### config.mk
export PLATFORM = sky130hd
export DESIGN_NAME = cpu_seq
export DESIGN_NICKNAME = d
export VERILOG_FILES = /design/src/rtl/cpu_pkg.sv /design/src/rtl/cpu_comb.sv /design/src/rtl/cpu_seq.sv
export SDC_FILE = /design/constraint.sdc
export NUM_CORES = 1
export LEC_CHECK = 0
export CAP_MARGIN = 15
export CORE_ASPECT_RATIO = 0.8
export CORE_MARGIN = 4
export CORE_UTILIZATION = 55
export DETAILED_ROUTE_END_ITERATION = 8
export PLACE_DENSITY_LB_ADDON = 0.05
export SKIP_LAST_GASP = 1
export SLEW_MARGIN = 20
export SYNTH_ARGS = -nofsm -noshare
export SYNTH_HDL_FRONTEND = slang
export SYNTH_SLANG_ARGS = --single-unit
### constraint.sdc
create_clock -name clk -period 2.6 [get_ports clk]
set_input_delay 0.52 -clock clk [delete_from_list [all_inputs] [get_ports clk]]
set_output_delay 0.52 -clock clk [all_outputs]
set_load 0.1 [all_outputs]
### src/rtl/cpu_pkg.sv
// rtl/cpu_pkg.sv - shared types and constants for the cpu sequencer
package cpu_pkg;

   localparam int DATA_W = 8;

   // FSM state encoding
   typedef enum logic [2:0] {
      ST_IDLE      = 3'd0,
      ST_FETCH     = 3'd1,
      ST_EXEC      = 3'd2,
      ST_FETCH_IMM = 3'd3,
      ST_HALTED    = 3'd4
   } state_t;

   // Instruction byte: [7:4] cmd, [3:0] op; unlisted cmds behave as NOP
   localparam logic [3:0] CMD_EXEC = 4'h0;
   localparam logic [3:0] CMD_LDI  = 4'h1;
   localparam logic [3:0] CMD_HALT = 4'hF;

   // States in which a program fetch is outstanding
   function automatic logic is_fetch(input state_t s);
      return (s == ST_FETCH) || (s == ST_FETCH_IMM);
   endfunction

endpackage

### src/rtl/cpu_comb.sv
// rtl/cpu_comb.sv - combinational datapath operating on registers A-D and carry
module cpu_comb (
   input  logic [7:0] Ain,
   input  logic [7:0] Bin,
   input  logic [7:0] Cin,
   input  logic [7:0] Din,
   input  logic       Carryin,
   input  logic [3:0] op,
   output logic [7:0] Aout,
   output logic [7:0] Bout,
   output logic [7:0] Cout,
   output logic [7:0] Dout,
   output logic       Carryout
);

   // op selects an ALU function; registers not touched by op pass through
   always_comb begin
      Aout     = Ain;
      Bout     = Bin;
      Cout     = Cin;
      Dout     = Din;
      Carryout = Carryin;
      case (op)
         4'h0: {Carryout, Aout} = {1'b0, Ain} + {1'b0, Bin} + {8'd0, Carryin};
         4'h1: {Carryout, Aout} = {1'b0, Ain} - {1'b0, Bin} - {8'd0, Carryin};
         4'h2: Aout = Ain & Bin;
         4'h3: Aout = Ain | Bin;
         4'h4: Aout = Ain ^ Bin;
         4'h5: {Carryout, Aout} = {Ain, Carryin};
         4'h6: {Aout, Carryout} = {Carryin, Ain};
         4'h7: begin
            Aout = Bin;
            Bout = Ain;
         end
         default: ;
      endcase
   end

endmodule

### src/rtl/cpu_seq.sv
// rtl/cpu_seq.sv - fetch/execute sequencer and register file around cpu_comb
module cpu_seq
   import cpu_pkg::*;
#(
   parameter logic [7:0] RESET_PC = 8'h00
) (
   input  logic       clk,
   input  logic       rst_n,
   input  logic       start,
   output logic       prog_req,
   output logic [7:0] prog_addr,
   input  logic       prog_ack,
   input  logic [7:0] prog_data,
   output logic       busy,
   output logic       halted,
   output logic [7:0] reg_a,
   output logic [7:0] reg_b,
   output logic [7:0] reg_c,
   output logic [7:0] reg_d,
   output logic       carry,
   output logic [7:0] pc
);

   state_t              state_q, state_d;
   logic [DATA_W-1:0]   pc_q, pc_d;
   logic [DATA_W-1:0]   ir_q, ir_d;
   logic [DATA_W-1:0]   reg_a_q, reg_a_d, reg_b_q, reg_b_d;
   logic [DATA_W-1:0]   reg_c_q, reg_c_d, reg_d_q, reg_d_d;
   logic                carry_q, carry_d;
   logic                prog_req_q, prog_req_d;
   logic                busy_q, busy_d;
   logic                halted_q, halted_d;

   logic [DATA_W-1:0]   alu_a, alu_b, alu_c, alu_d;
   logic                alu_carry;

   cpu_comb u_comb (
      .Ain      (reg_a_q),
      .Bin      (reg_b_q),
      .Cin      (reg_c_q),
      .Din      (reg_d_q),
      .Carryin  (carry_q),
      .op       (ir_q[3:0]),
      .Aout     (alu_a),
      .Bout     (alu_b),
      .Cout     (alu_c),
      .Dout     (alu_d),
      .Carryout (alu_carry)
   );

   // Next-state, PC and register-file update; status outputs follow the next state
   always_comb begin
      state_d = state_q;
      pc_d    = pc_q;
      ir_d    = ir_q;
      reg_a_d = reg_a_q;
      reg_b_d = reg_b_q;
      reg_c_d = reg_c_q;
      reg_d_d = reg_d_q;
      carry_d = carry_q;
      case (state_q)
         ST_IDLE, ST_HALTED: begin
            if (start) begin
               state_d = ST_FETCH;
               pc_d    = RESET_PC;
            end
         end
         ST_FETCH: begin
            if (prog_ack) begin
               ir_d    = prog_data;
               pc_d    = pc_q + 8'd1;
               state_d = ST_EXEC;
            end
         end
         ST_EXEC: begin
            case (ir_q[7:4])
               CMD_EXEC: begin
                  reg_a_d = alu_a;
                  reg_b_d = alu_b;
                  reg_c_d = alu_c;
                  reg_d_d = alu_d;
                  carry_d = alu_carry;
                  state_d = ST_FETCH;
               end
               CMD_LDI:  state_d = ST_FETCH_IMM;
               CMD_HALT: state_d = ST_HALTED;
               default:  state_d = ST_FETCH;
            endcase
         end
         ST_FETCH_IMM: begin
            if (prog_ack) begin
               case (ir_q[1:0])
                  2'd0:    reg_a_d = prog_data;
                  2'd1:    reg_b_d = prog_data;
                  2'd2:    reg_c_d = prog_data;
                  default: reg_d_d = prog_data;
               endcase
               pc_d    = pc_q + 8'd1;
               state_d = ST_FETCH;
            end
         end
         default: state_d = ST_IDLE;
      endcase
      prog_req_d = is_fetch(state_d);
      busy_d     = is_fetch(state_d) || (state_d == ST_EXEC);
      halted_d   = (state_d == ST_HALTED);
   end

   // State and architectural registers; reset aborts any in-flight instruction
   always_ff @(posedge clk or negedge rst_n) begin
      if (!rst_n) begin
         state_q    <= ST_IDLE;
         pc_q       <= RESET_PC;
         ir_q       <= '0;
         reg_a_q    <= '0;
         reg_b_q    <= '0;
         reg_c_q    <= '0;
         reg_d_q    <= '0;
         carry_q    <= 1'b0;
         prog_req_q <= 1'b0;
         busy_q     <= 1'b0;
         halted_q   <= 1'b0;
      end else begin
         state_q    <= state_d;
         pc_q       <= pc_d;
         ir_q       <= ir_d;
         reg_a_q    <= reg_a_d;
         reg_b_q    <= reg_b_d;
         reg_c_q    <= reg_c_d;
         reg_d_q    <= reg_d_d;
         carry_q    <= carry_d;
         prog_req_q <= prog_req_d;
         busy_q     <= busy_d;
         halted_q   <= halted_d;
      end
   end

   assign prog_req  = prog_req_q;
   assign prog_addr = pc_q;
   assign busy      = busy_q;
   assign halted    = halted_q;
   assign reg_a     = reg_a_q;
   assign reg_b     = reg_b_q;
   assign reg_c     = reg_c_q;
   assign reg_d     = reg_d_q;
   assign carry     = carry_q;
   assign pc        = pc_q;

endmodule

Yosys cells after proc, flatten, opt, wreduce, memory -nomap -nowiden
Cells that the tools add are included.
W data, S select, Z words.
{"block": "word_totals", "in_bits": 12, "latch_bits": 0, "word_cells": 85, "memories": 0, "mem_bits_rw": 0, "romBits": 0, "output_inout_bits": 52, "regBits": 55}
{"block": "classes", "add_sub_neg": 5, "muxes": 19, "n_eq_ne": 27, "n_reduce_logical": 19, "order_cmp": 0, "n_mul": 0, "bitwise": 4, "shift": 0, "n_div": 0}
{"operator": "$mux W8", "n": 9}
{"operator": "$pmux W8 S8", "n": 1}
{"operator": "$pmux W8 S2", "n": 3}
{"operator": "$eq A4 B3 Y1 const B", "n": 4}
{"operator": "$eq A3 B2 Y1 const B", "n": 4}
{"operator": "$pmux W3 S4", "n": 1}
{"operator": "$reduce_and A3 Y1", "n": 4}
{"operator": "$reduce_and A5 Y1", "n": 2}
{"operator": "$add A8 B8 Y9", "n": 1}
{"operator": "$add A9 B1 Y9", "n": 1}
{"operator": "$mux W3", "n": 3}
{"operator": "$ne A9 B1 Y1 const B", "n": 1}
{"operator": "$sub A8 B8 Y9", "n": 1}
{"operator": "$sub A9 B1 Y9", "n": 1}
{"operator": "$add A8 B1 Y8 const B", "n": 1}
{"operator": "$and A8 B8 Y8", "n": 1}
{"operator": "$eq A4 B1 Y1 const B", "n": 2}
{"operator": "$eq A4 B2 Y1 const B", "n": 2}
{"operator": "$logic_not A4 Y1", "n": 2}
{"operator": "$ne A2 B2 Y1 const B", "n": 4}
{"operator": "$or A8 B8 Y8", "n": 1}
{"operator": "$xor A8 B8 Y8", "n": 1}
{"operator": "$eq A3 B1 Y1 const B", "n": 2}
{"operator": "$eq A3 B3 Y1 const B", "n": 2}
{"operator": "15 further kinds", "n": 20}

Logic depth before layout (Yosys ltp)
{"block": "logic_depth", "word_depth": 6, "mapped_depth": 10, "depth_no_buf": 10}

Hierarchy
From an unflattened synthesis, not the netlist that was laid out.
{"block": "unflattened", "cells_unflattened": 519, "area_unflattened_um2": 4534.3}
{"module": "cpu_seq", "instances": 1, "seq_area_each_um2": 1376.3, "cells_each": 257, "area_per_inst_um2": 2637.5}
{"module": "cpu_comb", "instances": 1, "seq_area_each_um2": 0.0, "cells_each": 262, "area_per_inst_um2": 1896.8}

Least setup slack after synthesis
Ideal clock, no wire load.
{"block": "synth_timing", "path_kind": "register to register", "start": "register reg_a_q[0] (netlist: reg_a[0])", "end": "register reg_a_q[3] (netlist: reg_a[3])", "slack_ps": -491, "synth_period_minus_slack_ps": 3091, "path_stages_with_launch": 10, "setup_ps": 87, "t_required_ps": 2513, "arrival_ps": 3004, "n_path_buf": 0, "cell_sequence": "dfrtp_1 inv_1 fa_1 inv_1 ha_1 o21ai_0 a21boi_0 o311ai_0 o211ai_1 a22oi_1"}
{"block": "synth_via", "elab_chain_len": 5, "word_cells_on_any_way": 7, "classes_between": "add/sub (4); mux (3)"}
{"item": "start, declared", "line": "cpu_seq.sv:27", "text": "logic [DATA_W-1:0] reg_a_q, reg_a_d, reg_b_q, reg_b_d;"}
{"item": "start signal, assigned", "line": "cpu_seq.sv:127", "text": "reg_a_q <= reg_a_d;"}
{"item": "$sub A8 B8 Y9 or $add A8 B8 Y9 (tied branches)", "line": "cpu_comb.sv:25, cpu_comb.sv:24"}
{"item": "$sub A9 B1 Y9 or $add A9 B1 Y9 (tied branches)", "line": "cpu_comb.sv:25, cpu_comb.sv:24"}
{"item": "$pmux W8 S8 *", "line": "cpu_comb.sv:23", "text": "case (op)"}
{"item": "$mux W8 *", "line": "cpu_seq.sv:76", "text": "case (ir_q[7:4])"}
{"item": "$pmux W8 S2 *", "line": "cpu_seq.sv:61", "text": "case (state_q)"}
Every way passes the cells marked *; elsewhere a longest branch is shown, timed or not. The select of a mux whose other input is x is not followed.
A chain may end at the register's enable or synchronous reset.

Final worst setup path
{"block": "layout_timing", "start": "register reg_a_q[0] (netlist: reg_a[0])", "end": "register carry_q (netlist: carry)"}
{"block": "layout_via", "elab_chain_len": 3, "word_cells_on_any_way": 5, "classes_between": "add/sub (4); mux (1)"}
{"item": "$sub A8 B8 Y9 or $add A8 B8 Y9 (tied branches)", "line": "cpu_comb.sv:25, cpu_comb.sv:24"}
{"item": "$sub A9 B1 Y9 or $add A9 B1 Y9 (tied branches)", "line": "cpu_comb.sv:25, cpu_comb.sv:24"}
{"item": "$pmux W1 S4 *", "line": "cpu_comb.sv:23"}
{"item": "end signal, assigned", "line": "cpu_seq.sv:131", "text": "carry_q <= carry_d;"}
{"item": "end, declared", "line": "cpu_seq.sv:29", "text": "logic carry_q, carry_d;"}
Every way passes the cells marked *; elsewhere a longest branch is shown, timed or not.

==> run metrics <==
count of H-tree levels built during CTS=2; post-CTS clock slew at the launch and capture registers of the worst setup and hold paths=110 ps; TritonCTS clock tree=yes; via count of the routed design=3,602; vias in the first global route=3,596; count of final max-slew check failures=0; share of the synthesized area in the top cell type=34.1%; most frequent cell on the critical path=fa_1; maximum number of pins on one net before global-route repair=25; count of antenna diodes in the layout=0; cell accounting for the most synthesized area=dfrtp_1; cell area reported after detailed placement=4660 um^2; number of DRC violations after detailed-routing iteration 0=321; All-Layer GR Usage=26.2%; area enclosed by the die boundary=8790 um^2; primary flip-flop cell chosen by synthesis mapping=dfrtp_1; synthesized area divided by synthesized cell count=9.20 um^2; Pre-Repair DR Iteration Count=5; Die X-Extent=104 um; shortest period the worst path allows=2520 ps; async set or reset register ratio after synthesis=100%; final setup violation count=0; Area Growth Syn to Fin=18.6%; Max Cap Viol=0; total number of placement rows=27; critical path startpoint category=flip-flop; skew final=10.8 ps; share of layout cells above drive strength 1=29.1%; Detail Route Antenna Nets=0; final-report hold violation count=0; cell breakdown of the critical path=clkinvlp_4, fa_1, inv_1, fa_1, o21ai_1, nand2_1, a31oi_1, xor2_1, a211oi_1, o31ai_1; WP data arrival=2740 ps; biggest area contributors in the synthesized netlist=dfrtp_1 34%, ha_1 9.6%, mux2_2 6.7%; total wire length after detailed routing=11,300 um; worst setup path category=flip-flop to flip-flop; number of synthesized flops with an enable pin=0; detailed-route vias per instance=6.07; first-pass GRT wire length=18,600 um; maximum fanout count along the critical path=5; cell count after placement=583; Distinct cells, synth=68; sequential element share of the synthesized area=34.1%; slew at the pin closest to its max-slew limit=689 ps; final std cell area, no fill=4790 um^2; total clock buffers created by CTS=5; count of placed standard cells in the final layout, fillers left out=593; result of the run=completed; net count of the mapped netlist=486; top cells by instance count after synthesis=55 x dfrtp_1, 43 x nand2_1, 38 x nor2_1, 31 x ha_1, 30 x inv_1; most used standard cell by instance count after synthesis=dfrtp_1; worst skew pair latency=310 ps; CTS hold repair buffers=0; CTS Root Buffer Type=clkbuf_8; Slew Limit Headroom=54.0%; post-route clock period utilization=97.0%; largest stage delay on the critical path=530 ps; initial core utilization=57.8%; vertical die dimension=84.6 um; Placeable Area=6990 um^2; number of antenna violations at the first check in global routing=0; kind of capture point of the worst setup path=flip-flop; utilization of the core after routing=68.5%; number of synthesized register bits=55; input/output buffers=63; Post-Syn Instances=439; FILL cells=566; cell area after synthesis=4040 um^2; drc violations=0; routed len/inst=19.0 um; fin nets=552; HPWL Detailed=8540 um; Hold Crit Class=input pin to async pin; endpoint required time on the critical path=2810 ps; Achievable Freq=397 MHz; synth warn=0; buffers from clock root to sink, at most=2; Critical Path Slowest Stage Cell=dfrtp_4; number of top-level design ports=64; clock tree sinks=55; leftover overflow at the end of global routing=0; weighted congestion at the end of routability-driven global placement=0.993
[per-layer routing]
layer / part of all wire, % / track usage [%] / wire [um] / vias up
met5: 0 / 0 / 0 / -
met4: 1.6 / 6.04 / 186 / 0
met3: 9.1 / 4.38 / 1030 / 18
met2: 45 / 40.8 / 5040 / 196
met1: 45 / 38.3 / 5030 / 1724
li1: - / - / - / 1664
[layout by cell type, fill, tap and decap left out, drive strengths merged, types with 3 or more instances in the layout]
cell type and n:
nand4 3, o211ai 4, fa 4, mux2i 3
o221ai 3, a21oi 24, inv 30, mux2 25
a22oi 4, a21o 3, clkdlybuf4s50 10, nand2b 4
dfrtp 55, clkbuf 5, o31ai 5, and3 3
nor3b 3, o21ai 18, a31oi 12, a211oi 4
and2 4, nor3 8, nand2 44, xnor2 12
ha 31, o21a 5, o2bb2ai 5, o21bai 3
a22o 4, buf 80, nor2 41, xor2 7
nor2b 10
[flip-flops by register name, indices dropped and copies added, names as in the netlist]
register / flops
reg_c: 8
ir_q: 8
prog_req: 1
reg_a: 8
halted: 1
busy: 1
reg_b: 8
reg_d: 8
state_q: 3
carry: 1
pc: 8
[worst paths after layout]
path | start | end | slack [ps] | cells after the start
max | reg_a[0]$_DFFE_PN0P_ | carry$_DFFE_PN0P_ | 80 | 10
min | rst_n | reg_a[4]$_DFFE_PN0P_ | 200 | 1
max reg2reg | reg_a[0]$_DFFE_PN0P_ | carry$_DFFE_PN0P_ | 80 | 10
min reg2reg | reg_c[3]$_DFFE_PN0P_ | reg_c[3]$_DFFE_PN0P_ | 520 | 1
max in group asynchronous | rst_n | reg_a[2]$_DFFE_PN0P_ | 1690 | 2
min in group clk | reg_c[3]$_DFFE_PN0P_ | reg_c[3]$_DFFE_PN0P_ | 520 | 1
[logic make-up (layout without fill, tap and decap cells)]
| family | after synthesis | in the layout | synth area share (%) |
|---|---|---|---|
| buf+inv | 61 | 128 | 7.68 |
| mux | 28 | 28 | 7.71 |
| xor+xnor | 19 | 19 | 4.12 |
| compound gates | 112 | 112 | 19.0 |
| fa+ha+maj | 35 | 35 | 11.6 |
| flops | 55 | 55 | 34.1 |
| simple gates | 129 | 129 | 15.8 |
[stage by stage]
step	worst slack [ps]	hold WS [ps]	setup TNS, ps
2_1_floorplan	-12.0	224	-12.0
3_3_place_gp	63.4	471	0
3_5_place_dp	-1.33	495	-1.33
4_1_cts	12.8	207	0
5_1_grt	-38.5	231	-109
6_report	78.7	204	0
[final cells by class]
type / instances / area, um^2 / area share (%)
sequential: 55 / 1400 / 29.2
inverter: 30 / 116 / 2.43
timing repair buffer: 90 / 698 / 14.6
multi-input combinational: 323 / 2380 / 49.7
tap: 87 / 109 / 2.27
clock buffer: 5 / 68.8 / 1.44
clock inverter: 3 / 18.8 / 0.392
[critical path, delay by kind of cell, from the launching register on]
family	cells	cell delay, ps
buffers and inverters	2	190
AND/OR/NAND/NOR	1	100
flip-flops	1	530
adder cells (fa/ha/maj)	2	610
XOR/XNOR	1	210
AO/OA/AOI/OAI	4	780
[timing repair]
action                                  CTS  global route
gates cloned                              0             0
gates resized for setup                   2             9
buffers inserted                          0             2
endpoints found under the setup margin    2             7
endpoints found under the hold margin     0             0
pin swaps                                 0             1
Power is left out: the tool's default activity adds up to more than one toggle a clock period on the data nets, which glitch-free logic cannot reach.
